**config.mk**
```make
export PLATFORM = sky130hd
export DESIGN_NAME = fetch_stage
export DESIGN_NICKNAME = d
export VERILOG_FILES = /design/src/rtl/fetch_stage.sv
export SDC_FILE = /design/constraint.sdc
export NUM_CORES = 1
export LEC_CHECK = 0
export BUFFER_PORTS_ARGS = -buffer_cell sky130_fd_sc_hd__buf_4
export CELL_PAD_IN_SITES_DETAIL_PLACEMENT = 0
export CELL_PAD_IN_SITES_GLOBAL_PLACEMENT = 2
export CORE_MARGIN = 2
export CORE_UTILIZATION = 36
export DETAILED_ROUTE_END_ITERATION = 10
export GPL_TIMING_DRIVEN = 0
export PLACE_DENSITY_LB_ADDON = 0.25
export SYNTH_ARGS = -nofsm -noshare
export SYNTH_HDL_FRONTEND = slang
export SYNTH_SLANG_ARGS = --single-unit
```
**constraint.sdc**
```tcl
create_clock -name clk -period 13.5 [get_ports clk]
set_input_delay 2.025 -clock clk [delete_from_list [all_inputs] [get_ports clk]]
set_output_delay 2.025 -clock clk [all_outputs]
set_load 0.02 [all_outputs]
```
**src/rtl/fetch_stage.sv**
```systemverilog
// Instruction fetch stage: owns the PC, drives a single-outstanding imem
// request, and feeds the IF/ID register through a one-entry skid buffer.
module fetch_stage #(
    parameter logic [63:0] PC_RESET  = 64'h0,
    parameter logic [31:0] NOP_INSTR = 32'h0000_0013
) (
    input  logic        clk,
    input  logic        reset,
    output logic        imem_req,
    output logic [63:0] imem_addr,
    input  logic        imem_ack,
    input  logic [31:0] imem_rdata,
    input  logic        stall,
    input  logic        redirect_valid,
    input  logic [63:0] redirect_pc,
    output logic        id_valid,
    output logic [63:0] id_pc,
    output logic [31:0] id_instr
);

    localparam int unsigned XLEN = 64;
    localparam int unsigned ILEN = 32;

    typedef enum logic [1:0] {
        S_FETCH = 2'd0,
        S_FULL  = 2'd1,
        S_DRAIN = 2'd2
    } state_e;

    state_e            state_q, state_d;
    logic [XLEN-1:0]   pc_q, pc_d;
    logic [XLEN-1:0]   drain_addr_q, drain_addr_d;
    logic              id_valid_q, id_valid_d;
    logic [XLEN-1:0]   id_pc_q, id_pc_d;
    logic [ILEN-1:0]   id_instr_q, id_instr_d;
    logic              buf_valid_q, buf_valid_d;
    logic [XLEN-1:0]   buf_pc_q, buf_pc_d;
    logic [ILEN-1:0]   buf_instr_q, buf_instr_d;

    logic              ack;
    logic              consumed;
    logic              id_free;
    logic [XLEN-1:0]   redirect_target;
    logic              unused_redirect_lsbs;

    // Request is a decode of the state register, forced low while in reset.
    assign imem_req  = ~reset & (state_q != S_FULL);
    assign imem_addr = (state_q == S_DRAIN) ? drain_addr_q : pc_q;

    assign ack             = imem_req & imem_ack;
    assign consumed        = id_valid_q & ~stall;
    assign id_free         = ~id_valid_q | ~stall;
    assign redirect_target = {redirect_pc[XLEN-1:2], 2'b00};
    assign unused_redirect_lsbs = ^redirect_pc[1:0];

    assign id_valid = id_valid_q;
    assign id_pc    = id_pc_q;
    assign id_instr = id_instr_q;

    // State, PC, IF/ID and skid-buffer registers.
    always_ff @(posedge clk or posedge reset) begin
        if (reset) begin
            state_q      <= S_FETCH;
            pc_q         <= PC_RESET;
            drain_addr_q <= '0;
            id_valid_q   <= 1'b0;
            id_pc_q      <= '0;
            id_instr_q   <= NOP_INSTR;
            buf_valid_q  <= 1'b0;
            buf_pc_q     <= '0;
            buf_instr_q  <= '0;
        end else begin
            state_q      <= state_d;
            pc_q         <= pc_d;
            drain_addr_q <= drain_addr_d;
            id_valid_q   <= id_valid_d;
            id_pc_q      <= id_pc_d;
            id_instr_q   <= id_instr_d;
            buf_valid_q  <= buf_valid_d;
            buf_pc_q     <= buf_pc_d;
            buf_instr_q  <= buf_instr_d;
        end
    end

    // Next-state logic: redirect first, then capture/skid/drain handling.
    always_comb begin
        state_d      = state_q;
        pc_d         = pc_q;
        drain_addr_d = drain_addr_q;
        id_valid_d   = id_valid_q;
        id_pc_d      = id_pc_q;
        id_instr_d   = id_instr_q;
        buf_valid_d  = buf_valid_q;
        buf_pc_d     = buf_pc_q;
        buf_instr_d  = buf_instr_q;

        if (redirect_valid) begin
            id_valid_d  = 1'b0;
            buf_valid_d = 1'b0;
            pc_d        = redirect_target;
            unique case (state_q)
                S_FETCH: begin
                    // An unanswered request must be drained before reissuing.
                    if (!ack) begin
                        drain_addr_d = pc_q;
                        state_d      = S_DRAIN;
                    end
                end
                S_FULL:  state_d = S_FETCH;
                // A response arriving with the redirect closes the stale request.
                S_DRAIN: if (ack) state_d = S_FETCH;
                default: state_d = S_FETCH;
            endcase
        end else begin
            unique case (state_q)
                S_FETCH: begin
                    if (ack) begin
                        pc_d = pc_q + XLEN'(4);
                        if (id_free) begin
                            id_instr_d = imem_rdata;
                            id_pc_d    = pc_q;
                            id_valid_d = 1'b1;
                        end else begin
                            buf_instr_d = imem_rdata;
                            buf_pc_d    = pc_q;
                            buf_valid_d = 1'b1;
                            state_d     = S_FULL;
                        end
                    end else if (consumed) begin
                        id_valid_d = 1'b0;
                    end
                end
                S_FULL: begin
                    if (!stall) begin
                        id_instr_d  = buf_instr_q;
                        id_pc_d     = buf_pc_q;
                        id_valid_d  = 1'b1;
                        buf_valid_d = 1'b0;
                        state_d     = S_FETCH;
                    end
                end
                S_DRAIN: begin
                    if (ack) state_d = S_FETCH;
                end
                default: state_d = S_FETCH;
            endcase
        end
    end

endmodule

```
==> impl_metrics.json <==
{
  "synthAdderAreaFrac": 0.000850,
  "fin_tns_setup_ps": 0,
  "globalplace.congestion": 0.777,
  "critPathRequiredTime_ps": 11480,
  "cp_data_arrival_time_ps": 3330,
  "layout-drive-gt1-share": 0.334,
  "finalMaxSlewViolations": 0,
  "synth_most_common_cell": "dfrtp_1",
  "drc": 0,
  "ir_worst_vdd_v": 0.0000996,
  "synthFlopType": "dfrtp_1",
  "io_buffers": 255,
  "antenna_found_initial": 2,
  "yosys.area_share.xor_xnor": 0.0214,
  "drt_iter0_drc": 623,
  "seqPwrFrac": 0.424,
  "final_net_count": 1717,
  "cts_max_path_buffers": 3,
  "syn_area_per_cell_um2": 11.2,
  "postSynth.asyncResetShare": 1.00,
  "synth_cell_types": 44,
  "cts_tree": "yes",
  "synth-edff-count": 0,
  "num_vias": 11000,
  "fmax_ghz": 0.187,
  "routed_wl_um": 43200,
  "p_total_w": 0.00283,
  "rsz0062_at_grt": "no",
  "synth.area.mux_share": 0.227,
  "p_leak_nw": 8.60,
  "synth_top_family_by_area": "multiplexers",
  "netlist_area_mm2": 0.0147,
  "ys_top_cells_by_count": "312 x dfrtp_1, 215 x mux2_2, 166 x nand2_1",
  "die_y_um": 206,
  "status": "finished clean",
  "pwr-share-clk": 0.336,
  "p_sw_w": 0.000856,
  "combPwrFrac": 0.241,
  "grt_first_pass_wirelength_um": 66200,
  "critPathMaxFanout": 10,
  "dp.final_hpwl_um": 30500,
  "worstSetupEndpointType": "output pin",
  "min_period_ps": 5360,
  "cts_setup_buffers": 0,
  "cts_resized": 0,
  "p_int_w": 0.00198,
  "path_class": "flop to output pin",
  "synth.area.top_cells": "dfrtp_1 53%, mux2_2 16%, mux2i_1 6.3%",
  "syn_to_final_growth_pct": 25.9,
  "dieWidth_um": 206,
  "io-pin-count": 263,
  "cts-buffers-inserted": 37,
  "worst_pin_slew_ps": 1140,
  "synth-simple-area-share": 0.110,
  "hold_path_class": "flop to flop",
  "syn_inst": 1315,
  "cts_hold_buf": 0,
  "h-tree-depth": 2,
  "grt_max_degree": 126,
  "cp_common_cell": "clkbuf_1",
  "start_kind": "flop",
  "dr.pass1.iters": 4,
  "start_util": 0.363,
  "synthDominantAreaCellType": "dfrtp_1",
  "switching_share": 0.302,
  "wl_per_cell_um": 19.9,
  "rows": 74,
  "clk_latency_ps": 540,
  "path_cells": "buf_6, nor2b_1, clkbuf_1, clkbuf_1, mux2_2, buf_4",
  "ctsRootBufferMaster": "clkbuf_16",
  "finalSetupViolCount": 0,
  "fin_skew_ps": 16.6,
  "cpPeakStageDelay_ps": 720,
  "cp_slowest_cell": "clkbuf_1",
  "track_usage": 0.205,
  "synth_top_area_frac": 0.530,
  "synth_compound_area_frac": 0.0690,
  "cts.sinks": 315,
  "antenna_left": 0,
  "seq_area_frac_synth": 0.536,
  "fin_crit_sh": 0.397,
  "design.core.area_mm2": 0.0406,
  "overflow": 0,
  "critPathTopFamily": "buffers and inverters",
  "crit_buf_inv": 4,
  "fp.dieArea_mm2": 0.0425,
  "path_clk_slew_ps": 60,
  "grt_pass1_vias": 11200,
  "hold_violations": 0,
  "yosys_warnings": 0,
  "power_per_cell_area_mw_per_mm2": 153,
  "slew_headroom": 0.240,
  "vias_per_cell": 5.08,
  "drv_cap": 0,
  "synth-seq-cells": 315
}
## metal layers
| metal | track usage | routed length [um] | vias to the layer above |
|---|---|---|---|
| li1 | - | - | 5243 |
| met1 | 0.286 | 20200 | 5511 |
| met2 | 0.331 | 20300 | 229 |
| met3 | 0.0328 | 1900 | 51 |
| met4 | 0.0528 | 786 | 0 |
| met5 | 0 | 0 | - |
## sequential cells by signal (all words and copies together), names as in the netlist
name	count
drain_addr_q	62
buf_pc_q	62
state_q	2
pc_q	62
id_instr	32
id_pc	62
buf_instr_q	32
id_valid	1
## path summary, 6_finish.rpt
| path | endpoint | slack, ps | from | cells after the start |
|---|---|---|---|---|
| min in group asynchronous | pc_q[8]$_DFFE_PP0P_ | 1680 | reset | 2 |
| min reg2reg | id_instr[28]$_DFFE_PP0P_ | 480 | id_instr[28]$_DFFE_PP0P_ | 2 |
| min | id_instr[28]$_DFFE_PP0P_ | 480 | id_instr[28]$_DFFE_PP0P_ | 2 |
| max reg2reg | pc_q[46]$_DFFE_PP0P_ | 10110 | state_q[0]$_DFFE_PP0P_ | 7 |
| max in group asynchronous | buf_pc_q[52]$_DFFE_PP0P_ | 10410 | reset | 4 |
| max | imem_addr[56] | 8140 | state_q[1]$_DFFE_PP0P_ | 6 |
## worst reg2reg max path, cell delays in order (launching register included)
cell       delay, ps
dfrtp_1          450
or4b_4           570
buf_6            150
or4_1            600
nand4bb_1        570
clkbuf_1         400
or4_1            470
nand3_1          100
## stage by stage
stage	hold WS, ps	util	instances	setup slack [ps]	instance area (um2)
floorplan	475	-	1318	2770	14700
global placement	465	0.427	2105	-1570	17300
detailed placement	472	0.429	2108	8030	17400
CTS	483	0.457	2169	7980	18500
global route	497	0.457	2169	7850	18500
finish	479	0.457	2171	8140	18500
## final cells by class
type / count / area [um2]
repair buffers: 258 / 1980
diodes: 2 / 5.00
inverters: 8 / 37.5
multi-input cells: 877 / 6330
fillers: 3928 / 22000
clock inverters: 9 / 73.8
well taps: 532 / 666
clock buffers: 52 / 1060
plain buffers: 118 / 489
flip-flops and latches: 315 / 7890
## cells in the final DEF, fill, tap and decap left out, types with 7 or more instances in the layout
cell | synthesis | final
o21ai_0 | 145 | 145
buf_4 | 4 | 259
clkinv_2 | 0 | 7
nor4_1 | 10 | 10
buf_1 | 16 | 16
nand3_1 | 30 | 30
clkbuf_16 | 0 | 37
mux2_2 | 215 | 215
xnor2_1 | 25 | 25
or4_1 | 20 | 20
xor2_1 | 11 | 11
or3_1 | 10 | 10
nor2_1 | 41 | 41
a31oi_1 | 19 | 19
mux2i_1 | 92 | 92
nor3_1 | 16 | 15
clkbuf_8 | 0 | 8
nand2_1 | 166 | 166
clkbuf_1 | 93 | 100
dfrtp_1 | 312 | 312
nand4_1 | 18 | 18
o31ai_1 | 9 | 9
## cells by family (layout without fill, tap and decap cells)
kind of cell	after synthesis	count (layout)
DFF	315	315
xor gates and xnor gates	36	36
AOI/OAI and AO/OA	188	188
muxes	307	307
adders and majority gates	1	1
and+or+nand+nor	341	341
buffers and inverters	126	445
other	1	6
## power groups by stage
stage | sequential (W) | clock (W) | combinational [W]
5_1_grt | 0.00122 | 0.00102 | 0.000743
2_1_floorplan | 0.00128 | 0 | 0.000314
4_1_cts | 0.00120 | 0.000982 | 0.000695
6_report | 0.00120 | 0.000951 | 0.000683
3_5_place_dp | 0.00122 | 0 | 0.000692
3_3_place_gp | 0.00121 | 0 | 0.000684
Power figures use the tool's default switching activity.
